===== config.mk =====
export PLATFORM = sky130hd
export DESIGN_NAME = mem_bus_arbiter
export DESIGN_NICKNAME = d
export VERILOG_FILES = /design/src/rtl/mem_bus_arbiter_pkg.sv /design/src/rtl/mem_arb_prio.sv /design/src/rtl/mem_bus_arbiter.sv
export SDC_FILE = /design/constraint.sdc
export NUM_CORES = 1
export LEC_CHECK = 0
export CAP_MARGIN = 0
export CORE_ASPECT_RATIO = 0.7
export CORE_MARGIN = 10
export CORE_UTILIZATION = 27
export CTS_BUF_LIST = sky130_fd_sc_hd__clkbuf_16
export DETAILED_ROUTE_END_ITERATION = 10
export PLACE_DENSITY = 0.83
export SETUP_SLACK_MARGIN = 0.4
export SLEW_MARGIN = 10
export SYNTH_ARGS = -nofsm -noshare
export SYNTH_HDL_FRONTEND = slang
export SYNTH_SLANG_ARGS = --single-unit

===== constraint.sdc =====
create_clock -name clk -period 2.75 [get_ports clk]
set_clock_uncertainty 0.05 [all_clocks]
set_input_delay 0.55 -clock clk [delete_from_list [all_inputs] [get_ports clk]]
set_output_delay 0.55 -clock clk [all_outputs]
set_load 0.05 [all_outputs]

===== src/rtl/mem_bus_arbiter_pkg.sv =====
// Shared types and defaults for the instruction/data RAM arbiter.
// Response owner codes, grant codes and the fetch starvation limit.
package mem_bus_arbiter_pkg;

  typedef enum logic [1:0] {
    RESP_NONE  = 2'd0,
    RESP_INSTR = 2'd1,
    RESP_DATA  = 2'd2
  } resp_e;

  typedef enum logic [1:0] {
    GNT_NONE  = 2'd0,
    GNT_INSTR = 2'd1,
    GNT_DATA  = 2'd2
  } grant_e;

  localparam int ARB_STARVE_MAX = 4;

endpackage


===== src/rtl/mem_arb_prio.sv =====
// Combinational pick between fetch and data for one RAM slot.
// Data has priority unless fetch has lost STARVE_MAX times in a row.
module mem_arb_prio
  import mem_bus_arbiter_pkg::*;
#(
  parameter int STARVE_MAX = ARB_STARVE_MAX
) (
  input  logic       rst,
  input  logic       i_req,
  input  logic       d_req,
  input  resp_e      resp,
  input  logic [3:0] starve_cnt,
  output logic       i_elig,
  output logic       conflict,
  output logic       grant_i,
  output logic       grant_d
);

  logic d_elig;
  logic force_i;

  // The owner being acknowledged now must not be granted again.
  assign i_elig   = !rst && i_req && (resp != RESP_INSTR);
  assign d_elig   = !rst && d_req && (resp != RESP_DATA);
  assign conflict = i_elig && d_elig;
  assign force_i  = (starve_cnt == 4'(STARVE_MAX));
  assign grant_i  = i_elig && (!d_elig || force_i);
  assign grant_d  = d_elig && !grant_i;

endmodule


===== src/rtl/mem_bus_arbiter.sv =====
// Shares one synchronous-read RAM between fetch and data ports.
// One access per cycle; responses return one cycle after the grant.
module mem_bus_arbiter
  import mem_bus_arbiter_pkg::*;
#(
  parameter int ADDR_W     = 32,
  parameter int DATA_W     = 32,
  parameter int STARVE_MAX = ARB_STARVE_MAX
) (
  input  logic                clk,
  input  logic                rst,
  input  logic                i_req,
  input  logic [ADDR_W-1:0]   i_addr,
  output logic                i_rdy,
  output logic [DATA_W-1:0]   i_rdata,
  input  logic                d_req,
  input  logic [DATA_W/8-1:0] d_we,
  input  logic [ADDR_W-1:0]   d_addr,
  input  logic [DATA_W-1:0]   d_wdata,
  output logic                d_rdy,
  output logic [DATA_W-1:0]   d_rdata,
  output logic                ram_en,
  output logic [DATA_W/8-1:0] ram_we,
  output logic [ADDR_W-1:0]   ram_addr,
  output logic [DATA_W-1:0]   ram_wdata,
  input  logic [DATA_W-1:0]   ram_rdata,
  output logic [15:0]         conflict_cnt
);

  resp_e      resp;
  logic       resp_wr;
  logic [3:0] starve_cnt;
  logic       i_elig;
  logic       conflict;
  logic       grant_i;
  logic       grant_d;

  mem_arb_prio #(
    .STARVE_MAX(STARVE_MAX)
  ) u_prio (
    .rst       (rst),
    .i_req     (i_req),
    .d_req     (d_req),
    .resp      (resp),
    .starve_cnt(starve_cnt),
    .i_elig    (i_elig),
    .conflict  (conflict),
    .grant_i   (grant_i),
    .grant_d   (grant_d)
  );

  always_comb begin
    ram_en    = grant_i | grant_d;
    ram_we    = '0;
    ram_addr  = '0;
    ram_wdata = '0;
    if (grant_d) begin
      ram_we    = d_we;
      ram_addr  = d_addr;
      ram_wdata = d_wdata;
    end else if (grant_i) begin
      ram_addr  = i_addr;
    end
  end

  // Held in reset, a pending response is dropped immediately.
  assign i_rdy   = !rst && (resp == RESP_INSTR);
  assign d_rdy   = !rst && (resp == RESP_DATA);
  assign i_rdata = i_rdy ? ram_rdata : '0;
  assign d_rdata = (d_rdy && !resp_wr) ? ram_rdata : '0;

  always_ff @(posedge clk) begin
    if (rst) begin
      resp         <= RESP_NONE;
      resp_wr      <= 1'b0;
      starve_cnt   <= '0;
      conflict_cnt <= '0;
    end else begin
      unique case (1'b1)
        grant_i: resp <= RESP_INSTR;
        grant_d: resp <= RESP_DATA;
        default: resp <= RESP_NONE;
      endcase
      resp_wr <= grant_d && (|d_we);
      if (grant_i || !i_req)
        starve_cnt <= '0;
      else if (i_elig && (starve_cnt < 4'(STARVE_MAX)))
        starve_cnt <= starve_cnt + 4'd1;
      if (conflict && (conflict_cnt != 16'hFFFF))
        conflict_cnt <= conflict_cnt + 16'd1;
    end
  end

endmodule


## Word level (Yosys, flattened, before mapping)

Cells that the tools add are included.

| word-level totals | value |
|---|---|
| flip-flop bits (word level) | 23 |

| cells by class | value |
|---|---|
| magnitude comparators | 1 |
| bitwise operators | 1 |
| reductions and logical operators | 22 |
| mux-type cells | 7 |
| add/sub/neg operators | 2 |
| eq/ne operators | 6 |

Operator list:

| cell | count |
|---|---|
| two-way mux 32 bit | 5 |
| adder 16 x 1 -> 16 bit (second input constant) | 1 |
| != test 16 bit (second input constant) | 1 |
| logical AND 1 bit | 13 |
| zero test 1 bit | 5 |
| adder 4 x 1 -> 4 bit (second input constant) | 1 |
| == test 4 x 3 -> 1 bit (second input constant) | 1 |
| < comparator 4 x 3 -> 1 bit (second input constant) | 1 |
| two-way mux 4 bit | 1 |
| case mux 2 bit (2 select lines) | 1 |
| OR reduction 4 bit | 1 |
| == test 2 x 1 -> 1 bit (second input constant) | 1 |
| == test 2 bit (second input constant) | 1 |
| logical OR 1 bit | 2 |
| != test 2 x 1 -> 1 bit (second input constant) | 1 |
| != test 2 bit (second input constant) | 1 |
| OR reduction 2 bit | 1 |
| bitwise OR 1 bit | 1 |

## Logic depth before layout (Yosys ltp)

| depth | value |
|---|---|
| depth after elaboration | 9 |
| gate-level depth with buffers | 7 |
| mapped depth without buffers | 6 |

## Cells and area by module

A second synthesis with hierarchy kept.

| unflattened totals | value |
|---|---|
| cells, all modules | 288 |
| area total of the unflattened synthesis | 2,200.9 µm² |

By module, submodules not included:

| module | area each (µm²) | cells each | instances | seq. area each (µm²) |
|---|---|---|---|---|
| mem_bus_arbiter | 2,114.5 | 280 | 1 | 460.4 |
| mem_arb_prio | 86.3 | 8 | 1 | 0.0 |

## Worst setup path after synthesis

Ideal clock, no wire load.

| timing path | value |
|---|---|
| path kind | input to output |
| start | input port rst |
| end | output port ram_en |
| arrival | 2.168 ns |
| slack | -0.018 ns |
| data required time | 2.150 ns |
| cell stages on the path | 4 |
| cells stage by stage | buf_6 > clkbuf_1 > buf_1 > nor3_1 |

| between the ends | value |
|---|---|
| word-level cells in the longest chain between the ends | 9 |
| elaborated cells between the ends (all ways) | 11 |

RTL lines:

| item | line | source |
|---|---|---|
| start, declared | mem_bus_arbiter.sv:11 | `input logic rst,` |
| zero test 1 bit * | mem_arb_prio.sv:23, mem_arb_prio.sv:24 |  |
| logical AND 1 bit (2 in series) | mem_arb_prio.sv:24 | `assign d_elig = !rst && d_req && (resp != RESP_DATA);` |
| zero test 1 bit | mem_arb_prio.sv:27 | `assign grant_i = i_elig && (!d_elig \|\| force_i);` |
| logical OR 1 bit | mem_arb_prio.sv:27 |  |
| logical AND 1 bit | mem_arb_prio.sv:27 |  |
| zero test 1 bit | mem_arb_prio.sv:28 | `assign grant_d = d_elig && !grant_i;` |
| logical AND 1 bit | mem_arb_prio.sv:28 |  |
| bitwise OR 1 bit * | mem_bus_arbiter.sv:53 | `ram_en = grant_i \| grant_d;` |
| end, declared | mem_bus_arbiter.sv:22 | `output logic ram_en,` |

Every way passes the cells marked *; elsewhere a longest branch is shown, timed or not.

## Final worst setup path

| timing path | value |
|---|---|
| start | register starve_cnt[2] |
| end | output port ram_addr[19] |

| between the ends | value |
|---|---|
| word-level cells in the longest chain between the ends | 6 |
| elaborated cells between the ends (all ways) | 7 |

RTL lines:

| item | line | source |
|---|---|---|
| start, declared | mem_bus_arbiter.sv:32 | `logic [3:0] starve_cnt;` |
| start signal, assigned | mem_bus_arbiter.sv:88 | `starve_cnt <= starve_cnt + 4'd1;` |
| == test 4 x 3 -> 1 bit * | mem_arb_prio.sv:26 | `assign force_i = (starve_cnt == 4'(STARVE_MAX));` |
| logical OR 1 bit * | mem_arb_prio.sv:27 |  |
| logical AND 1 bit * | mem_arb_prio.sv:27 |  |
| zero test 1 bit | mem_arb_prio.sv:28 |  |
| logical AND 1 bit | mem_arb_prio.sv:28 |  |
| two-way mux 32 bit * | mem_bus_arbiter.sv:57 | `if (grant_d) begin` |
| end, declared | mem_bus_arbiter.sv:24 | `output logic [ADDR_W-1:0] ram_addr,` |

Marked as above.

==> flow_summary_export.csv <==
group,metric,value,unit
outcome,status,"complete, but fails checks",
outcome,violations,"negative setup slack",
setup_path,cp-end-kind,"output pin",
global_routing,grt_antenna_before_repair,2,
detailed_routing,drt-pass1-iter-count,5,
timing,setup_violations,53,
clocking,cts_sinks,23,
synthesis,synthXorXnorAreaFrac,1.07,%
setup_path,crit_fanout,8,
detailed_routing,avgRoutedWirePerCell,38.0,um
synthesis,yosys.area.top_type_share,19.7,%
timing,layout_min_cycle_time,2.92,ns
pwr,p_per_area,245,nW/um2
synthesis,synthMuxAreaShare,2.30,%
hold_path,hold_class,"reg2reg",
placed_design,place.port_buffers,286,
synthesis,yosysTopAreaCell,"dfxtp_1",
setup_path,worstPathCellList,"nand2_2, o211a_4, nor4b_4, buf_4, buf_4, buf_12, a22o_4, buf_12",
die,die_y,97.9,um
clocking,clk-insertion-delay-late,0.27,ns
clocking,h-tree-depth,1,
timing,whs,0.512,ns
cells_and_area,nets,751,
timing,period_share,106,%
timing,worstMarginPinSlew,0.563,ns
pwr,p_leak,3.27,nW
setup_path,r2r_start,"resp[1]",
detailed_routing,wl_met2,13400,um
setup_path,max_stage_delay,0.55,ns
setup_path,cp-start-kind,"register",
global_routing,grt_pass1_wl,32200,um
clocking,clockBufferDepth,2,
synthesis,synth_area_per_cell,7.96,um2
synthesis,synth.net_count,433,
detailed_routing,vias,4563,
pwr,vdd_drop_max,228,uV
hold_path,min_from,"conflict_cnt[14]",
run,cap_viol_max_count,0,
synthesis,synth_top_family_by_area,"simple AND/OR/NAND/NOR gates",
detailed_routing,drt-total-wl,27900,um
clocking,root_buffer,"clkbuf_16",
die,initial_utilization,27.7,%
clocking,clkTransAtPathRegs,0.07,ns
detailed_routing,antenna_left,0,
synthesis,synth_compound_area_share,23.2,%
cells_and_area,layout_common_cells,"buf_12, clkdlybuf4s50_1, and2_4, and3_4, a22o_4",
synthesis,synth-edff-count,0,
detailed_routing,routed-wl-met3,3400,um
setup_path,startpoint,"starve_cnt[2]",
synthesis,synth_flop_cell,"dfxtp_1",
die,die-area,12800,um2
global_routing,grt_pass1_vias,4614,
synthesis,ys_seq_area_share,19.7,%
synthesis,synth_adder_area_share,1.60,%
setup_path,crit_type,"reg2out",
cells_and_area,postLayoutCoreUtil,94.6,%
synthesis,synth_area_leaders,"dfxtp_1, and2_1, a22o_1, and3_1, buf_6",
detailed_routing,drc_errors,0,
placed_design,pre_cts_ws,-0.117,ns
clocking,cts_buffers,3,
timing,timing.final.ws_setup,-0.167,ns
placed_design,gp_congestion,0.858,
global_routing,grt_max_degree,34,
die,core_area,8440,um2
detailed_routing,maxUsedRoutingLayer,"met4",
synthesis,async_flop_share,0,%
timing,relSlewSlack,62.3,%
synthesis,synthCells,294,
synthesis,syn_area,2340,um2
die,rows,28,
cells_and_area,synthToLayoutAreaGrowth,241,%
die,pin_count,287,
timing,rsz0062_at_grt,"true",
global_routing,grt_use_total,32.2,%
timing,maxSlewViolCount,0,
placed_design,dp_hpwl,15300,um
timing,timing.fmax,343,MHz
detailed_routing,drt_iter0_drc,589,
setup_path,worstPathArrival,2.32,ns
synthesis,synth-simple-area-share,44.3,%
global_routing,gr-total-overflow,0,
die,dieWidth,131,um
timing,hold_viol,0,
cells_and_area,drive_gt1_share,57.1,%
synthesis,yosysUniqueCellTypes,48,
synthesis,yosys_warnings,0,
synthesis,ys_ff_latch,23,
detailed_routing,via_per_inst,6.23,
setup_path,slowest_stage,"dfxtp_1",
detailed_routing,route.layer.met1.wl,8700,um
setup_path,required,2.15,ns
clocking,cts_tree,"done",
[Yosys cell counts, types with 3 or more instances]
| library cell | n |
|---|---|
| a21oi_1 | 8 |
| a22o_1 | 32 |
| and2_1 | 70 |
| and3_1 | 34 |
| buf_6 | 8 |
| clkbuf_1 | 13 |
| dfxtp_1 | 23 |
| ha_1 | 3 |
| inv_1 | 10 |
| mux2_1 | 3 |
| nand2_1 | 9 |
| nand3_1 | 4 |
| nand4_1 | 4 |
| nor2_1 | 13 |
| nor2b_1 | 4 |
| nor3_1 | 4 |
| o21ai_0 | 3 |
| o311ai_1 | 4 |
| o31ai_1 | 4 |
| o41ai_1 | 3 |
| or3_1 | 4 |
[cell families after synthesis]
kind of cell | count (synthesis)
AOI/OAI and AO/OA | 65
xor gates and xnor gates | 2
adders and majority gates | 3
buffers and inverters | 33
DFF | 23
muxes | 5
and+or+nand+nor | 163
[what timing repair did]
action	in CTS	in global routing
gates cloned	8	1
endpoints found under the setup margin	132	100
setup buffers	18	6
hold buffers	0	0
pin swaps	34	19
gates resized for setup	40	43
[stage by stage]
stage | area [um2] | setup TNS (ns) | total power, mW | std cells
2_1_floorplan | 2770 | 0 | 0.821 | 294
6_report | 7990 | -5.14 | 1.96 | 733
4_1_cts | 7700 | 0 | 1.83 | 724
5_1_grt | 7990 | -3.67 | 1.97 | 733
3_3_place_gp | 7160 | -1.39 | 1.41 | 694
3_5_place_dp | 7160 | -5.80 | 1.44 | 694
[registers in the layout, indices dropped and copies added, names as in the netlist]
register	flops
conflict_cnt	16
resp	2
resp_wr	1
starve_cnt	4
[path summary, 6_finish.rpt]
kind	end	slack (ns)	cells after the start
worst max-delay path	ram_addr[19]	-0.17	8
worst min-delay path	conflict_cnt[14]	0.51	2
worst max register to register	conflict_cnt[12]	0.49	6
worst min register to register	conflict_cnt[14]	0.51	2
[routing by layer]
layer	vias to the layer above	track usage (%)
met5	-	0
met2	493	62.2
met3	184	11.7
li1	1729	-
met1	2157	30.7
met4	0	11.8
[power by group]
group	leakage, nW	total (mW)	internal (mW)	switching [mW]
Clock	0.0409	0.339	0.197	0.142
Sequential	0.188	0.342	0.336	0.00622
Combinational	3.04	1.28	0.661	0.615
[critical path, delay by kind of cell (launching register included)]
kind                   cells  cell delay (ns)
buffers and inverters      4             0.62
DFF                        1             0.55
and+or+nand+nor            2             0.44
AOI/OAI and AO/OA          2             0.43
[cell type report]
cell class              count  area [um2]
clock inverters             1        5.00
inverters                  10        37.5
fillers                   189         453
repair buffers            336        4920
diodes                      2        5.00
clock buffers               3        75.1
well taps                 120         150
multi-input cells         238        2320
flip-flops and latches     23         470
Power figures use the tool's default switching activity.
